<file path="src/rtl/regfile_write_arbiter_pkg.sv">
// Shared widths, starvation limit and arbiter state codes for the register-file write arbiter.
package regfile_write_arbiter_pkg;

   localparam int WORD_LEN     = 32;
   localparam int REG_ADDR_LEN = 5;
   localparam int STARVE_LIMIT = 4;

   typedef enum logic {
      ARB_NORMAL  = 1'b0,
      ARB_FORCE_B = 1'b1
   } arb_state_t;

endpackage

</file>
<file path="src/rtl/regfile_write_arbiter_reg_scoreboard.sv">
// Busy scoreboard for long-latency destinations: set on reserve, clear on write, set wins.
// Hazards are combinational from the busy vector; OVERLAP_ERR pulses the cycle after a re-reserve.
module regfile_write_arbiter_reg_scoreboard #(
   parameter int REG_ADDR_LEN = regfile_write_arbiter_pkg::REG_ADDR_LEN
) (
   input  logic                    clk,
   input  logic                    rst,
   input  logic                    set_vld,
   input  logic [REG_ADDR_LEN-1:0] set_reg,
   input  logic                    clr_vld,
   input  logic [REG_ADDR_LEN-1:0] clr_reg,
   input  logic [REG_ADDR_LEN-1:0] src1_reg,
   input  logic [REG_ADDR_LEN-1:0] src2_reg,
   output logic                    hazard1,
   output logic                    hazard2,
   output logic                    overlap_err
);

   localparam int NREG = 2 ** REG_ADDR_LEN;

   logic [NREG-1:0] busy_q, busy_d;
   logic            overlap_q, overlap_d;

   always_comb begin
      busy_d    = busy_q;
      overlap_d = 1'b0;
      if (clr_vld) busy_d[clr_reg] = 1'b0;
      if (set_vld && set_reg != '0) begin
         busy_d[set_reg] = 1'b1;
         overlap_d       = busy_q[set_reg];
      end
      // r0 is hardwired and can never carry a pending write
      busy_d[0] = 1'b0;
   end

   always_ff @(posedge clk or posedge rst) begin
      if (rst) begin
         busy_q    <= '0;
         overlap_q <= 1'b0;
      end else begin
         busy_q    <= busy_d;
         overlap_q <= overlap_d;
      end
   end

   assign hazard1     = busy_q[src1_reg];
   assign hazard2     = busy_q[src2_reg];
   assign overlap_err = overlap_q;

endmodule

</file>
<file path="src/rtl/regfile_write_arbiter.sv">
// Arbitrates WB (A, priority) and long-latency unit (B) onto the single register-bank write port.
// One-cycle registered write; B is forced through after STARVE_LIMIT blocked cycles, stalling A.
module regfile_write_arbiter #(
   parameter int WORD_LEN     = regfile_write_arbiter_pkg::WORD_LEN,
   parameter int REG_ADDR_LEN = regfile_write_arbiter_pkg::REG_ADDR_LEN,
   parameter int STARVE_LIMIT = regfile_write_arbiter_pkg::STARVE_LIMIT
) (
   input  logic                    CLK,
   input  logic                    RESET,
   input  logic                    A_VALID,
   input  logic [REG_ADDR_LEN-1:0] A_REG,
   input  logic [WORD_LEN-1:0]     A_DATA,
   output logic                    A_READY,
   input  logic                    B_VALID,
   input  logic [REG_ADDR_LEN-1:0] B_REG,
   input  logic [WORD_LEN-1:0]     B_DATA,
   output logic                    B_READY,
   input  logic                    RSV_VALID,
   input  logic [REG_ADDR_LEN-1:0] RSV_REG,
   input  logic [REG_ADDR_LEN-1:0] SOURCE_REG1,
   input  logic [REG_ADDR_LEN-1:0] SOURCE_REG2,
   output logic                    HAZARD1,
   output logic                    HAZARD2,
   output logic                    OVERLAP_ERR,
   output logic                    WRITE_ENABLE,
   output logic [REG_ADDR_LEN-1:0] DESTINATION_REG,
   output logic [WORD_LEN-1:0]     DATA_IN
);
   import regfile_write_arbiter_pkg::*;

   localparam int CNT_W = $clog2(STARVE_LIMIT) + 1;
   localparam logic [CNT_W-1:0] CNT_LAST = CNT_W'(STARVE_LIMIT - 1);

   arb_state_t              state_q, state_d;
   logic [CNT_W-1:0]        cnt_q, cnt_d;
   logic                    we_q, we_d;
   logic [REG_ADDR_LEN-1:0] dreg_q, dreg_d;
   logic [WORD_LEN-1:0]     din_q, din_d;
   logic                    a_rdy, b_rdy, a_xfer, b_xfer;

   always_comb begin
      state_d = state_q;
      cnt_d   = '0;
      a_rdy   = 1'b1;
      b_rdy   = !A_VALID;
      if (state_q == ARB_FORCE_B) begin
         a_rdy   = 1'b0;
         b_rdy   = 1'b1;
         // B either transfers now or has withdrawn; both end the forced grant
         state_d = ARB_NORMAL;
      end else if (B_VALID && A_VALID) begin
         if (cnt_q == CNT_LAST) state_d = ARB_FORCE_B;
         else                   cnt_d   = cnt_q + CNT_W'(1);
      end
   end

   assign a_xfer = A_VALID && a_rdy;
   assign b_xfer = B_VALID && b_rdy;

   always_comb begin
      we_d   = 1'b0;
      dreg_d = '0;
      din_d  = '0;
      if (a_xfer && A_REG != '0) begin
         we_d   = 1'b1;
         dreg_d = A_REG;
         din_d  = A_DATA;
      end else if (b_xfer && B_REG != '0) begin
         we_d   = 1'b1;
         dreg_d = B_REG;
         din_d  = B_DATA;
      end
   end

   always_ff @(posedge CLK or posedge RESET) begin
      if (RESET) begin
         state_q <= ARB_NORMAL;
         cnt_q   <= '0;
         we_q    <= 1'b0;
         dreg_q  <= '0;
         din_q   <= '0;
      end else begin
         state_q <= state_d;
         cnt_q   <= cnt_d;
         we_q    <= we_d;
         dreg_q  <= dreg_d;
         din_q   <= din_d;
      end
   end

   regfile_write_arbiter_reg_scoreboard #(
      .REG_ADDR_LEN(REG_ADDR_LEN)
   ) u_scoreboard (
      .clk        (CLK),
      .rst        (RESET),
      .set_vld    (RSV_VALID),
      .set_reg    (RSV_REG),
      .clr_vld    (b_xfer),
      .clr_reg    (B_REG),
      .src1_reg   (SOURCE_REG1),
      .src2_reg   (SOURCE_REG2),
      .hazard1    (HAZARD1),
      .hazard2    (HAZARD2),
      .overlap_err(OVERLAP_ERR)
   );

   assign A_READY         = a_rdy;
   assign B_READY         = b_rdy;
   assign WRITE_ENABLE    = we_q;
   assign DESTINATION_REG = dreg_q;
   assign DATA_IN         = din_q;

endmodule
</file>
<file path="config.mk">
export PLATFORM = sky130hd
export DESIGN_NAME = regfile_write_arbiter
export DESIGN_NICKNAME = d
export VERILOG_FILES = /design/src/rtl/regfile_write_arbiter_pkg.sv /design/src/rtl/regfile_write_arbiter_reg_scoreboard.sv /design/src/rtl/regfile_write_arbiter.sv
export SDC_FILE = /design/constraint.sdc
export NUM_CORES = 1
export LEC_CHECK = 0
export ABC_AREA = 1
export BUFFER_PORTS_ARGS = -buffer_cell sky130_fd_sc_hd__buf_4
export CORE_MARGIN = 3
export CORE_UTILIZATION = 52
export CTS_BUF_LIST = sky130_fd_sc_hd__clkbuf_16
export DETAILED_ROUTE_END_ITERATION = 8
export PLACE_DENSITY = 0.85
export SYNTH_ARGS = -nofsm -noshare
export SYNTH_HDL_FRONTEND = slang
export SYNTH_HIERARCHICAL = 1
export SYNTH_SLANG_ARGS = --single-unit
</file>
<file path="constraint.sdc">
create_clock -name CLK -period 2.7 [get_ports CLK]
set_input_delay 0.54 -clock CLK [delete_from_list [all_inputs] [get_ports CLK]]
set_output_delay 0.54 -clock CLK [all_outputs]
set_load 0.03 [all_outputs]
</file>
==> reports/qor.csv <==
metric,value,unit
status,"complete, no violations",
reg2reg start,state_q$_DFF_PP0_,
"Max FO, Critical Path",18,
hold_buf cts,0,
met3 WL post-DR,1323,µm
H-Tree Depth,3,
max-cap viol count,0,
"Cell Area, Synth",4101,µm²
Vias,4505,
starting density of the core,55.07,%
"FFs w/ async S/R, synth",100.0,%
Slew HR,49.89,%
Critical Path Sink Type,primary output,
Setup TNS,0,ns
share of cells above drive strength 1,23.19,%
Main synth FF type,dfrtp_1,
FF-to-FF End,cnt_q[0]$_DFF_PP0_,
"Seq/Total Area, Yosys",45.15,%
CTS Buffer Depth,2,
die height,94.81,µm
num rows,31,
min-delay worst type,in2async,
DRT Pass-1 Iters,5,
startpoint types,input pin,
cts bufs inserted,9,
Avg Vias per Cell,5.617,
CP required,2.16,ns
Tmin final,2.150,ns
actual slew at the worst max-slew pin,0.7508,ns
Synth cell types,20,
number of global-route vias before repair,4378,
unrepaired setup endpoints after global routing,false,
CP startpoint,SOURCE_REG1[0],
placed instance area,5112,µm²
Antenna Cells,0,
mux cell area share after synthesis,0,%
synth cell count leaders,"nand2_1 (206), nand3_1 (135), dfrtp_1 (74)",
WL/cell,17.41,µm
GRT overflow,0,
Synth area leader,dfrtp_1,
Worst VDD drop,0.0004538,V
first-pass GRT wire length,21740,µm
adder-cell share of the synthesized area,0.3051,%
Synth area leaders,"dfrtp_1 (45%), nand2_1 (19%), nand3_1 (16%)",
compound-gate portion of the synthesized area,8.389,%
Reg2Reg Depth,5,
Area Growth Syn to Fin,31.45,%
largest net degree at the start of global routing,43,
Die ar.,8989,µm²
core area,7447,µm²
TritonCTS clock tree,yes,
Simple-Gate Fraction of Synth Area,38.19,%
"worst slack, placed",0.5893,ns
# DRC,0,
setup ws final,0.5496,ns
clock-pin slew on the worst setup and hold paths,0.06,ns
I/O Buffers,136,
Synth Instances,574,
final setup fails,0,
WP data arrival,1.61,ns
Total Routing Usage GR,32.00,%
"EDFF count, synth",0,
Iteration-0 DRC Markers,479,
Fmax,0.4650,GHz
synthesized net count,669,
combinational family with the most area after synthesis,simple AND/OR/NAND/NOR gates,
IO Count,137,
setup bufs post-CTS,0,
Highest Signal Layer,met4,
fin area,5391,µm²
mean post-synth cell area,7.145,µm²
Yosys warning count,6,
top-count cell post-synth,nand2_1,
final count of hold timing violations,0,
fill cell count,593,
xor/xnor share of the synthesized area,0,%
final period utilization,79.65,%
clk_lat worst skew,0.34,ns
Clock Tree Root,clkbuf_16,
die extent in x,94.81,µm
post-cts sizing count,0,
Layout Skew,0.008193,ns
crit path kind,in2out,
Pleak,2.863,nW
FF-to-FF setup slack,1.11,ns
metal1 wirelength,5386,µm
metal2 WL,6790,µm
Hold Slack,0.3099,ns
P per Cell Area,633.4,nW/µm²
Slew Limit Fails,0,
RD Place Congestion,0.9897,
Clock Sinks,74,
final WL,13960,µm
post-DP HPWL,9979,µm
Yosys reg bits,74,
area share of the largest cell type after synthesis,45.15,%
Routed Antenna Nets,0,
initial antenna violation count,0,
Final Net Count,793,
## worst max-delay path, cell delays in order
cell and delay (ns):
buf_4 0.17, inv_2 0.20, nand2_1 0.09, nand3_1 0.10, nand3_1 0.07, nand2_1 0.06, nand2_1 0.05, nand2_1 0.06
nand2_1 0.05, nand2_1 0.06, buf_4 0.15
## report_power, final
part / internal, mW / switching, mW / leakage (nW)
Sequential: 1.27 / 0.207 / 0.912
Combinational: 0.326 / 0.488 / 1.82
Clock: 0.630 / 0.499 / 0.135
## metal layers
| layer | GRT usage, % | up-vias |
|---|---|---|
| met5 | 0 | - |
| met3 | 6.932 | 47 |
| li1 | - | 2131 |
| met1 | 40.88 | 2088 |
| met2 | 51.61 | 239 |
| met4 | 15.26 | 0 |
## sequential cells by signal, summed over array words and instances, names as in the netlist
register	cells
WRITE_ENABLE	1
cnt_q	3
DATA_IN	32
u_scoreboard/overlap_err	1
DESTINATION_REG	5
state_q	1
u_scoreboard/busy_q	31
## worst max path at each step
stage / end / slack [ns] / cells past startpoint
2_1_floorplan: HAZARD1 / 0.70 / 11
3_3_place_gp: HAZARD1 / 0.62 / 10
3_5_place_dp: HAZARD2 / 0.59 / 11
4_1_cts: HAZARD2 / 0.59 / 11
5_1_grt: HAZARD2 / 0.41 / 11
6_report: HAZARD1 / 0.55 / 11
## layout by cell type (no fill, tap or decap), drive strengths merged
cell and instances:
a21oi 2, buf 139, clkbuf 9, clkinv 4
clkinvlp 1, dfrtp 74, ha 1, inv 44
nand2 206, nand3 137, nor2 12, nor3 9
o211ai 2, o21ai 63
## cells by family after synthesis
logic type | Yosys count
flops | 74
fa+ha+maj | 1
compound gates | 67
simple gates | 364
buf+inv | 68
## final cells by class
cell class,instances,area [µm²],area share (%)
multi-input cells,432,1931,35.81
flip-flops and latches,74,1852,34.35
repair buffers,139,1044,19.35
clock buffers,9,225.2,4.177
inverters,42,162.7,3.017
well taps,99,123.9,2.298
clock inverters,7,53.80,0.9979
## through the flow
step	util (%)	cells	total power, mW
finish	72.40	802	3.415
global route	72.40	802	3.558
CTS	72.40	802	3.390
detailed placement	68.65	786	2.274
global placement	68.65	786	2.254
floorplan	-	574	1.891
(Power assumes the default switching activity.)
